### config.mk
export PLATFORM = sky130hd
export DESIGN_NAME = encoder_fault_monitor_flat
export DESIGN_NICKNAME = d
export VERILOG_FILES = /design/src/rtl/encoder_fault_monitor_if.sv /design/src/rtl/encoder_fault_monitor.sv /design/src/flat_wrapper.sv
export SDC_FILE = /design/constraint.sdc
export NUM_CORES = 1
export LEC_CHECK = 0
export BUFFER_PORTS_ARGS = -buffer_cell sky130_fd_sc_hd__buf_2
export CAP_MARGIN = 30
export CORE_UTILIZATION = 41
export DETAILED_ROUTE_END_ITERATION = 12
export GPL_TIMING_DRIVEN = 0
export SYNTH_ARGS = -nofsm -noshare
export SYNTH_HDL_FRONTEND = slang
export SYNTH_SLANG_ARGS = --single-unit
### constraint.sdc
create_clock -name clk -period 2.5 [get_ports clk]
set_input_delay 0.25 -clock clk [delete_from_list [all_inputs] [get_ports clk]]
set_output_delay 0.25 -clock clk [all_outputs]
set_load 0.005 [all_outputs]
### src/rtl/encoder_fault_monitor_if.sv
// Signal bundle between a priority encoder under observation and its fault monitor.
// Carries the sampled encoder inputs and outputs and the monitor's status and capture fields.
// master: the side that drives the observed encoder signals; slave: the monitor itself.
interface encoder_fault_monitor_if #(
  parameter int N     = 8,
  parameter int CNT_W = 16
);
  localparam int W = $clog2(N);

  // Observed encoder signals plus control strobes
  logic             en;
  logic             clear_fault;
  logic [N-1:0]     d;
  logic [W-1:0]     y_dut;
  logic             v_dut;

  // Monitor status and first-fault capture
  logic             mismatch;
  logic             fault_detected;
  logic [1:0]       fault_state;
  logic [CNT_W-1:0] err_count;
  logic             cap_valid;
  logic [N-1:0]     cap_d;
  logic [W-1:0]     cap_y_dut;
  logic [W-1:0]     cap_y_gold;

  modport master (
    output en, clear_fault, d, y_dut, v_dut,
    input  mismatch, fault_detected, fault_state, err_count,
    input  cap_valid, cap_d, cap_y_dut, cap_y_gold
  );

  modport slave (
    input  en, clear_fault, d, y_dut, v_dut,
    output mismatch, fault_detected, fault_state, err_count,
    output cap_valid, cap_d, cap_y_dut, cap_y_gold
  );
endinterface

### src/rtl/encoder_fault_monitor.sv
// Purpose: checks an N-input priority encoder against an internal golden model and declares a
//          sticky fault after PERSIST consecutive mismatching enabled samples.
// Latency: a sample taken at an enabled edge is reflected in every output right after that edge.
// Backpressure: none; a passive observer that accepts a sample on every en=1 cycle.
// Ports: clk, rst (sync, active-high); mon (slave) carries en, clear_fault, d, y_dut, v_dut in and
//        mismatch, fault_detected, fault_state, err_count, cap_valid/cap_d/cap_y_dut/cap_y_gold out.
module encoder_fault_monitor #(
  parameter int N       = 8,
  parameter int PERSIST = 2,
  parameter int CNT_W   = 16
) (
  input  logic                   clk,
  input  logic                   rst,
  encoder_fault_monitor_if.slave mon
);

  localparam int W     = $clog2(N);
  localparam int RUN_W = $clog2(PERSIST + 1);

  localparam logic [RUN_W-1:0] RUN_ONE   = RUN_W'(1);
  localparam logic [RUN_W-1:0] RUN_LIMIT = RUN_W'(PERSIST);
  localparam logic [CNT_W-1:0] CNT_ONE   = CNT_W'(1);
  localparam logic [CNT_W-1:0] CNT_MAX   = {CNT_W{1'b1}};

  typedef enum logic [1:0] {
    ST_OK      = 2'd0,
    ST_SUSPECT = 2'd1,
    ST_FAULT   = 2'd2,
    ST_ILLEGAL = 2'd3
  } state_e;

  state_e           state_q, state_d;
  logic [RUN_W-1:0] run_q, run_d;
  logic             mismatch_q, mismatch_d;
  logic             fault_detected_q, fault_detected_d;
  logic [CNT_W-1:0] err_count_q, err_count_d;
  logic             cap_valid_q, cap_valid_d;
  logic [N-1:0]     cap_d_q, cap_d_d;
  logic [W-1:0]     cap_y_dut_q, cap_y_dut_d;
  logic [W-1:0]     cap_y_gold_q, cap_y_gold_d;

  logic             gold_v;
  logic [W-1:0]     gold_y;
  logic             sample_mis;
  logic             enter_fault;

  // Golden encoder: the ascending scan leaves the highest set bit's index in gold_y.
  always_comb begin
    gold_v = |mon.d;
    gold_y = '0;
    for (int i = 0; i < N; i++) begin
      if (mon.d[i]) begin
        gold_y = W'(i);
      end
    end
  end

  // y_dut only matters when the golden valid is set.
  assign sample_mis = (mon.v_dut != gold_v) || (gold_v && (mon.y_dut != gold_y));

  // Next-state and datapath
  always_comb begin
    state_d          = state_q;
    run_d            = run_q;
    mismatch_d       = mismatch_q;
    err_count_d      = err_count_q;
    cap_valid_d      = cap_valid_q;
    cap_d_d          = cap_d_q;
    cap_y_dut_d      = cap_y_dut_q;
    cap_y_gold_d     = cap_y_gold_q;
    enter_fault      = 1'b0;

    if (mon.en) begin
      mismatch_d = sample_mis;
      if (sample_mis && (err_count_q != CNT_MAX)) begin
        err_count_d = err_count_q + CNT_ONE;
      end
    end

    unique case (state_q)
      ST_OK: begin
        if (mon.en) begin
          if (sample_mis) begin
            run_d = RUN_ONE;
            if (PERSIST == 1) begin
              state_d     = ST_FAULT;
              enter_fault = 1'b1;
            end else begin
              state_d = ST_SUSPECT;
            end
          end else begin
            run_d = '0;
          end
        end
      end
      ST_SUSPECT: begin
        if (mon.en) begin
          if (sample_mis) begin
            run_d = run_q + RUN_ONE;
            if ((run_q + RUN_ONE) == RUN_LIMIT) begin
              state_d     = ST_FAULT;
              enter_fault = 1'b1;
            end
          end else begin
            state_d = ST_OK;
            run_d   = '0;
          end
        end
      end
      ST_FAULT: begin
        // Clear wins over a coincident mismatch; the sample is still counted above.
        if (mon.clear_fault) begin
          state_d = ST_OK;
          run_d   = '0;
        end
      end
      default: begin
        state_d = ST_OK;
        run_d   = '0;
      end
    endcase

    // Only the first fault since reset is captured.
    if (enter_fault && !cap_valid_q) begin
      cap_valid_d  = 1'b1;
      cap_d_d      = mon.d;
      cap_y_dut_d  = mon.y_dut;
      cap_y_gold_d = gold_y;
    end

    fault_detected_d = (state_d == ST_FAULT);
  end

  // State register
  always_ff @(posedge clk) begin
    if (rst) begin
      state_q <= ST_OK;
    end else begin
      state_q <= state_d;
    end
  end

  // Datapath registers
  always_ff @(posedge clk) begin
    if (rst) begin
      run_q            <= '0;
      mismatch_q       <= 1'b0;
      fault_detected_q <= 1'b0;
      err_count_q      <= '0;
      cap_valid_q      <= 1'b0;
      cap_d_q          <= '0;
      cap_y_dut_q      <= '0;
      cap_y_gold_q     <= '0;
    end else begin
      run_q            <= run_d;
      mismatch_q       <= mismatch_d;
      fault_detected_q <= fault_detected_d;
      err_count_q      <= err_count_d;
      cap_valid_q      <= cap_valid_d;
      cap_d_q          <= cap_d_d;
      cap_y_dut_q      <= cap_y_dut_d;
      cap_y_gold_q     <= cap_y_gold_d;
    end
  end

  assign mon.mismatch       = mismatch_q;
  assign mon.fault_detected = fault_detected_q;
  assign mon.fault_state    = state_q;
  assign mon.err_count      = err_count_q;
  assign mon.cap_valid      = cap_valid_q;
  assign mon.cap_d          = cap_d_q;
  assign mon.cap_y_dut      = cap_y_dut_q;
  assign mon.cap_y_gold     = cap_y_gold_q;

endmodule

### src/flat_wrapper.sv
// flat-port wrapper written by rule: the top's interface ports become plain ports
module encoder_fault_monitor_flat 
#(
  parameter int N       = 8,
  parameter int PERSIST = 2,
  parameter int CNT_W   = 16
)
  (clk, rst, mon_en, mon_clear_fault, mon_d, mon_y_dut, mon_v_dut, mon_mismatch, mon_fault_detected, mon_fault_state, mon_err_count, mon_cap_valid, mon_cap_d, mon_cap_y_dut, mon_cap_y_gold);
  encoder_fault_monitor_if #(.N(N), .CNT_W(CNT_W)) mon_i ();
  input  logic clk;
  input  logic rst;
  input wire logic [$bits(mon_i.en)-1:0] mon_en;
  input wire logic [$bits(mon_i.clear_fault)-1:0] mon_clear_fault;
  input wire logic [$bits(mon_i.d)-1:0] mon_d;
  input wire logic [$bits(mon_i.y_dut)-1:0] mon_y_dut;
  input wire logic [$bits(mon_i.v_dut)-1:0] mon_v_dut;
  output wire logic [$bits(mon_i.mismatch)-1:0] mon_mismatch;
  output wire logic [$bits(mon_i.fault_detected)-1:0] mon_fault_detected;
  output wire logic [$bits(mon_i.fault_state)-1:0] mon_fault_state;
  output wire logic [$bits(mon_i.err_count)-1:0] mon_err_count;
  output wire logic [$bits(mon_i.cap_valid)-1:0] mon_cap_valid;
  output wire logic [$bits(mon_i.cap_d)-1:0] mon_cap_d;
  output wire logic [$bits(mon_i.cap_y_dut)-1:0] mon_cap_y_dut;
  output wire logic [$bits(mon_i.cap_y_gold)-1:0] mon_cap_y_gold;
  assign mon_i.en = mon_en;
  assign mon_i.clear_fault = mon_clear_fault;
  assign mon_i.d = mon_d;
  assign mon_i.y_dut = mon_y_dut;
  assign mon_i.v_dut = mon_v_dut;
  assign mon_mismatch = mon_i.mismatch;
  assign mon_fault_detected = mon_i.fault_detected;
  assign mon_fault_state = mon_i.fault_state;
  assign mon_err_count = mon_i.err_count;
  assign mon_cap_valid = mon_i.cap_valid;
  assign mon_cap_d = mon_i.cap_d;
  assign mon_cap_y_dut = mon_i.cap_y_dut;
  assign mon_cap_y_gold = mon_i.cap_y_gold;
  encoder_fault_monitor #(.N(N), .PERSIST(PERSIST), .CNT_W(CNT_W)) u_core (.clk(clk), .rst(rst), .mon(mon_i));
endmodule
### Word-level counts from Yosys, hierarchy flattened

Index checks and enable logic that the tools add are counted.

| word-level totals | value |
|---|---|
| bits of input ports | 16 |
| register bits after elaboration | 37 |
| output and inout bits | 35 |
| logic and storage cells | 54 |

| operators by class | value |
|---|---|
| reduce and logical (&&, ||, !) cells | 9 |
| equal/unequal tests | 10 |
| add/sub/neg operators | 2 |
| multiplexer cells | 24 |

Operators by type and width:

| cell | number |
|---|---|
| 2-bit two-way mux | 12 |
| 16-bit by 1-bit adder with 16-bit output (second input constant) | 1 |
| 16-bit inequality test (second input constant) | 1 |
| 3-bit two-way mux | 4 |
| 2-bit case mux with 3 select lines | 2 |
| 8-bit OR reduction | 1 |
| 2-bit == test (second input constant) | 3 |
| 1-bit two-way mux | 6 |
| 2-bit inequality test (second input constant) | 3 |
| 1-bit logical AND | 3 |
| 3-bit inequality test | 1 |
| 3-bit AND reduction | 1 |
| 2-bit by 1-bit adder with 2-bit output (second input constant) | 1 |
| 2-bit by 1-bit == test with 1-bit output (second input constant) | 1 |
| 2-bit zero test | 1 |
| 2-bit AND reduction | 1 |
| 1-bit zero test | 1 |
| 1-bit logical OR | 1 |
| 1-bit inequality test | 1 |

### Longest topological paths before layout

Gate-level depths: netlist of run 1.

| logic depth | value |
|---|---|
| depth after elaboration | 14 |
| mapped depth | 8 |
| depth with buffers taken out | 7 |

### Least setup slack after synthesis of run 1

No wires, ideal clock.

| timing | value |
|---|---|
| path kind | input -> register |
| start point | input port mon_d[7] |
| end point | register u_core.err_count_q[13], in the netlist u_core.mon.err_count[13] |
| buffers on the path | 1 |
| arrival time | 1993 ps |
| stages | 7 |
| library setup time | 121 ps |
| required time | 2379 ps |
| setup slack | 385 ps |
| cell sequence | or4_4 -> or3b_1 -> a21boi_2 -> o211ai_1 -> buf_4 -> and3_4 -> mux2_4 |

| on the way | value |
|---|---|
| word-level cells in the longest chain between the ends | 6 |
| elaborated cells between the ends (all ways) | 8 |
| classes of those cells | eq/ne: 2; mux: 1; reduce/logical: 5 |

RTL lines:

| what | line | source |
|---|---|---|
| start: declaration | flat_wrapper.sv:14 | `input wire logic [$bits(mon_i.d)-1:0] mon_d;` |
| 3-bit two-way mux | encoder_fault_monitor.sv:52 | `if (mon.d[i]) begin` |
| 3-bit inequality test | encoder_fault_monitor.sv:59 | `assign sample_mis = (mon.v_dut != gold_v) \|\| (gold_v && (mon.y_dut != gold_y));` |
| 1-bit logical AND | encoder_fault_monitor.sv:59 |  |
| 1-bit logical OR * | encoder_fault_monitor.sv:59 |  |
| 1-bit logical AND * | encoder_fault_monitor.sv:75 | `if (sample_mis && (err_count_q != CNT_MAX)) begin` |
| 2-bit AND reduction (no source line) * | -- |  |
| end signal: assignment | encoder_fault_monitor.sv:158 | `err_count_q <= err_count_d;` |
| end: declaration | encoder_fault_monitor.sv:36 | `logic [CNT_W-1:0] err_count_q, err_count_d;` |

Mark *: on every way between the ends. The rest lies on a longest branch, timed or not.
A chain may end at the register's enable or synchronous reset.

### Final worst setup path of run 1

| timing | value |
|---|---|
| start point | register u_core.err_count_q[0], in the netlist u_core.mon.err_count[0] |
| end point | register u_core.err_count_q[6], in the netlist u_core.mon.err_count[6] |

| on the way | value |
|---|---|
| word-level cells in the longest chain between the ends | 3 |
| elaborated cells between the ends (all ways) | 4 |
| classes of those cells | add/sub: 1; eq/ne: 1; reduce/logical: 2 |

RTL lines:

| what |
|---|
| parallel branches: the longest is 3 deep, another holds 16-bit by 1-bit adder with 16-bit output |

Parallel ways; which one is timed is not known.

==> results_dict.tcl, run 1 <==
set metrics [dict create \
    status "complete, no violations" \
    fmax_mhz 454.8 \
    wl_per_cell_um 14.27 \
    port-buffer-count 50 \
    grt_pass1_vias 1739 \
    ys_ff_latch 37 \
    power_density_mw_per_mm2 505.6 \
    postCtsSetupBuffers 0 \
    synth_largest_area_cell "dfxtp_1" \
    wirelength_mm 4.738 \
    rsz0062_at_grt "false" \
    clock_latency_ns 0.29 \
    seq_area_um2 740.7 \
    critPathKind "flip-flop to flip-flop" \
    grt_start_max_net_pins 12 \
    postLayoutCellArea_mm2 0.002290 \
    vdd_ir_drop_max_mv 0.2847 \
    fin_crit_sh_pct 87.95 \
    synth_area_leaders "dfxtp_1 39%, a21oi_1 7.4%, nand3_1 5.0%, nor2_1 3.4%, mux2_4 3.2%" \
    power_switching_w 0.0002912 \
    cts_tree "built" \
    initial_core_util_pct 42.98 \
    cts_made_buffers 5 \
    slew_viol_final 0 \
    hold_path.startpoint "mon_d[1]" \
    cts.clk_slew.worst_paths_ns 0.08 \
    syn_area_mm2 0.001884 \
    dp_hpwl_mm 3.547 \
    routed_via_density 5.536 \
    ctsHoldBuffers 0 \
    tns_ns 0 \
    rows 24 \
    fin_crit_ns 2.199 \
    ant_nets 0 \
    end_kind "flip-flop" \
    crit_arrival_ns 2.39 \
    clockBufferDepth 2 \
    drv_cap 0 \
    grt-ovfl-total 0 \
    syn2layout_area_growth_pct 21.51 \
    ys.flop_type "dfxtp_1" \
    dieArea_mm2 0.004871 \
    track_usage_pct 20.33 \
    seq_power_share_pct 52.7 \
    finClkSkew_ns 0.007922 \
    synth_warnings 0 \
    clkSinkCount 37 \
    nets 298 \
    power_frac_clock_pct 37.1 \
    ios 51 \
    cts_max_level 2 \
    relSlewSlack_pct 55.85 \
    core_area_mm2 0.004384 \
    power_frac_comb_pct 10.1 \
    syn_inst 223 \
    die_x_um 69.79 \
    gp_congestion 0.8091 \
    avgSynthCellArea_um2 8.450 \
    antenna_found_initial 0 \
    ys_seq_area_share_pct 39.31 \
    hp-class "input pin to flip-flop" \
    setup_viol 0 \
    ctsResizeCount 0 \
    hold_viol 0 \
    crit_start "u_core.mon.err_count[0]" \
    drive_above_1_share_pct 27.50 \
    synth_top_area_share_pct 39.31 \
    multi_input_area_mm2 0.001036 \
    vias 1838 \
    p_leak_nw 0.9316 \
    drt-pass1-iter-count 4 \
    diodes 0 \
    async_reset_ff_share_pct 0 \
    yosys.cell_types.count 43 \
    drc 0 \
    tightest_slew_ns 0.6571 \
    power.internal_w 0.0008666 \
    cp-start-kind "flip-flop" \
    place_area_mm2 0.002200 \
    synth_edf_count 0 \
    drt_iter0_drc 79 \
    netSwitchingFraction_pct 25.15 \
    cp_data_required_time_ns 2.69 \
    die_h_um 69.79 \
    grt_pass1_wl_mm 7.879 \
    fillers 452 \
    cp_max_fo 10 \
    synth_nets 241 \
    r2r-start "u_core.mon.err_count[0]" \
    root_buffer "clkbuf_8" \
]
[sequential cells by signal, indices dropped and copies added, names as in the netlist]
signal	cells
u_core.mon.err_count	16
u_core.mon.cap_d	8
u_core.mon.cap_y_dut	3
u_core.mon.cap_y_gold	3
u_core.mon.fault_state	2
u_core.run_q	2
u_core.mon.cap_valid	1
u_core.mon.fault_detected	1
u_core.mon.mismatch	1
[worst max-delay path: stages (launching register included)]
cell and delay, ns:
dfxtp_1 0.38, ha_1 0.18, nand3_1 0.16, o41a_1 0.51, nand2_1 0.21, buf_2 0.26
nor3b_1 0.10, mux2_4 0.29
[metal layers]
metal,global-route usage (%),wire length (um),vias to the layer above
li1,-,-,938
met4,6.000,55,0
met1,24.95,2256,859
met2,34.40,2194,35
met3,5.814,231,6
met5,0,0,-
[power by group through the flow]
stage / sequential, W / combinational, W / clock, W
floorplan: 0.000624 / 0.0000683 / 0
CTS: 0.000611 / 0.000118 / 0.000452
finish: 0.000611 / 0.000117 / 0.000430
global route: 0.000612 / 0.000130 / 0.000472
detailed placement: 0.000624 / 0.000118 / 0
global placement: 0.000624 / 0.000117 / 0
[logic make-up (layout without fill, tap and decap cells)]
family | after synthesis | after routing | synth area share (%)
DFF | 37 | 37 | 39.31
adders and majority gates | 2 | 2 | 1.328
AOI/OAI and AO/OA | 64 | 64 | 20.45
muxes | 6 | 6 | 4.316
and+or+nand+nor | 93 | 93 | 28.42
xor gates and xnor gates | 1 | 1 | 0.4649
buffers and inverters | 20 | 77 | 5.710
[cells in the mapped netlist, types with 7 or more instances]
| cell type | number |
|---|---|
| nor2_1 | 17 |
| nand2_1 | 10 |
| dfxtp_1 | 37 |
| o31ai_1 | 8 |
| a21oi_1 | 28 |
| clkbuf_1 | 7 |
| or4_1 | 7 |
| nand3_1 | 19 |
| o21ai_0 | 9 |
| nor3_1 | 7 |
[path summary, 6_finish.rpt]
kind | endpoint | slack, ns | depth (start not counted)
setup / recovery | u_core.mon.err_count[6] | 0.30 | 7
hold / removal | u_core.mon.cap_d[1] | 0.24 | 3
setup reg to reg | u_core.mon.err_count[6] | 0.30 | 7
hold reg to reg | u_core.mon.mismatch | 0.46 | 2
[final cells by class]
class	instances	area share, %
Multi-Input combinational cell	166	45.25
Sequential cell	37	32.35
Timing Repair Buffer	50	10.93
Buffer	14	3.716
Clock buffer	6	3.607
Tap cell	52	2.842
Inverter	6	0.9836
Clock inverter	1	0.3279
[stage by stage]
stage	std cells	worst slack [ns]	power, W	hold slack [ns]	utilization, %
finish	332	0.3014	0.001158	0.2380	52.23
global route	332	0.1354	0.001215	0.2369	52.23
detailed placement	325	0.05116	0.0007421	0.4490	50.17
global placement	325	0.04872	0.0007409	0.4456	50.17
CTS	332	0.2990	0.001181	0.2281	52.23
floorplan	223	0.3853	0.0006926	0.3975	-
[placed cells by master, fill, tap and decap left out, drive strengths merged, types with 2 or more instances in the layout]
master	Yosys	routed
nor3	10	10
nand3	19	19
nand2	10	10
nor2b	6	6
o21ai	15	15
or4	8	8
dfxtp	37	37
and4b	2	2
nand4	4	4
and3	4	4
a211oi	2	2
or3	6	6
o21a	2	2
o211ai	2	2
buf	7	57
mux2	5	5
ha	2	2
nor2	17	17
nor3b	2	2
a32oi	2	2
o31ai	8	8
clkbuf	7	13
a21oi	28	28
inv	6	6
(Power assumes the default switching activity.)
==> inputs of run 2 (changes only) <==
- CELL_PAD_IN_SITES_DETAIL_PLACEMENT: not set -> 1
- CELL_PAD_IN_SITES_GLOBAL_PLACEMENT: not set -> 2
- CORE_UTILIZATION: 41 -> 30
- PLACE_DENSITY_LB_ADDON: not set -> 0.1
==> run 2 against run 1 <==
Against the previous run:
- sequential share of layout area down 0.35 points
- non-clock buffer count stayed put
- clock skew fell by 0.0043 ns
- critical endpoint unchanged
- largest power group unchanged
- largest cell class unchanged
- highest routed layer unchanged
- routed wire length rose by 19%
==> results_dict.tcl, run 2 (synthesis gave the netlist of run 1 again) <==
set metrics [dict create \
    syn2layout_area_growth_pct 22.84 \
    fin_crit_sh_pct 92.08 \
    fmax_mhz 434.4 \
    r2r_setup_slack_ns 0.20 \
    cp_data_required_time_ns 2.68 \
    clockBufferDepth 2 \
    slew_viol_final 0 \
    root_buffer "clkbuf_8" \
    dpl_worst_slack_ns -0.02079 \
    critPathKind "flip-flop to flip-flop" \
    wl_per_cell_um 15.86 \
    ctsHoldBuffers 0 \
    fin_util_pct 38.64 \
    rows 28 \
    fillers 758 \
    diodes 0 \
    nets 298 \
    cts_made_buffers 5 \
    power_density_mw_per_mm2 503.8 \
    cts_max_level 2 \
    drt_iter0_drc 66 \
    drt-pass1-iter-count 4 \
    port-buffer-count 50 \
    finClkSkew_ns 0.003625 \
    largest_reg_flops 16 \
    drive_above_1_share_pct 27.14 \
    status "complete, no violations" \
    wirelength_mm 5.631 \
    ant_nets 0 \
    final_cells 355 \
    drv_cap 0 \
    track_usage_pct 17.72 \
    crit_arrival_ns 2.48 \
    ios 51 \
    dieArea_mm2 0.006602 \
    final_cell_mix "52 x buf_2, 37 x dfxtp_1, 28 x a21oi_1" \
    setup_viol 0 \
    cp-start-kind "flip-flop" \
    relSlewSlack_pct 58.64 \
    worst_slack_ns 0.1980 \
    grt-ovfl-total 0 \
    grt_pass1_vias 1809 \
    power_w 0.001166 \
    clock_latency_ns 0.29 \
    die_h_um 81.25 \
    drc 0 \
    grt_pass1_wl_mm 8.735 \
    cts_tree "built" \
    grt_start_max_net_pins 11 \
    tightest_slew_ns 0.6203 \
    core_area_mm2 0.005991 \
    rsz0062_at_grt "false" \
    ctsResizeCount 0 \
    vias 1895 \
    die_x_um 81.25 \
    routed_via_density 5.338 \
    hold_viol 0 \
    dp.cells 348 \
    layout_commonest_cell "buf_2" \
    initial_core_util_pct 31.45 \
    postCtsSetupBuffers 0 \
    fin_crit_ns 2.302 \
    dp_hpwl_mm 4.263 \
    cp_max_fo 10 \
    vdd_ir_drop_max_mv 0.2675 \
    clkSinkCount 37 \
    hp-class "input pin to flip-flop" \
    gp_congestion 0.7167 \
    p_leak_nw 0.9326 \
    cts.clk_slew.worst_paths_ns 0.07 \
    end_kind "flip-flop" \
    antenna_found_initial 0 \
]
==> run 2: stage by stage <==
stage / area [um^2] / hold slack (ns) / setup TNS [ns]
after CTS: 2315 / 0.2229 / 0
after detailed placement: 2228 / 0.4638 / -0.02926
after global routing: 2315 / 0.2430 / 0
after floorplan: 1884 / 0.3975 / 0
final: 2315 / 0.2327 / 0
after global placement: 2228 / 0.4527 / -0.04212
==> run 2: path summary, 6_finish.rpt <==
kind                            from                 endpoint  depth (start not counted)
max          u_core.mon.err_count[0]  u_core.mon.err_count[6]                          7
min                         mon_d[1]      u_core.mon.cap_d[1]                          3
max reg2reg  u_core.mon.err_count[0]  u_core.mon.err_count[6]                          7
min reg2reg      u_core.mon.mismatch      u_core.mon.mismatch                          2
==> run 2: report_power, final <==
group,total (W),switching (W),internal [W]
registers,0.000611,0.00000989,0.000601
logic,0.000121,0.0000740,0.0000474
clock network,0.000434,0.000214,0.000219
==> run 2: cell type report <==
type,count,area [um^2],share of cell area [%]
tap,75,93.84,4.054
sequential,37,740.7,32.00
timing repair buffer,50,250.2,10.81
inverter,6,22.52,0.9730
multi-input combinational,166,1036,44.76
buffer,14,85.08,3.676
clock buffer,7,86.33,3.730
==> run 2: metal layers <==
| layer | routed length, um | track usage [%] | vias up |
|---|---|---|---|
| met5 | 0 | 0 | - |
| met4 | 49 | 4.286 | 0 |
| met3 | 152 | 3.034 | 7 |
| met2 | 2707 | 31.01 | 37 |
| met1 | 2722 | 22.40 | 912 |
| li1 | - | - | 939 |
==> run 2: worst max-delay path: stages, from the launching register on <==
cell	delay, ns
dfxtp_1	0.39
ha_1	0.19
nand3_1	0.18
o41a_1	0.52
nand2_1	0.24
buf_2	0.29
nor3b_1	0.10
mux2_4	0.30
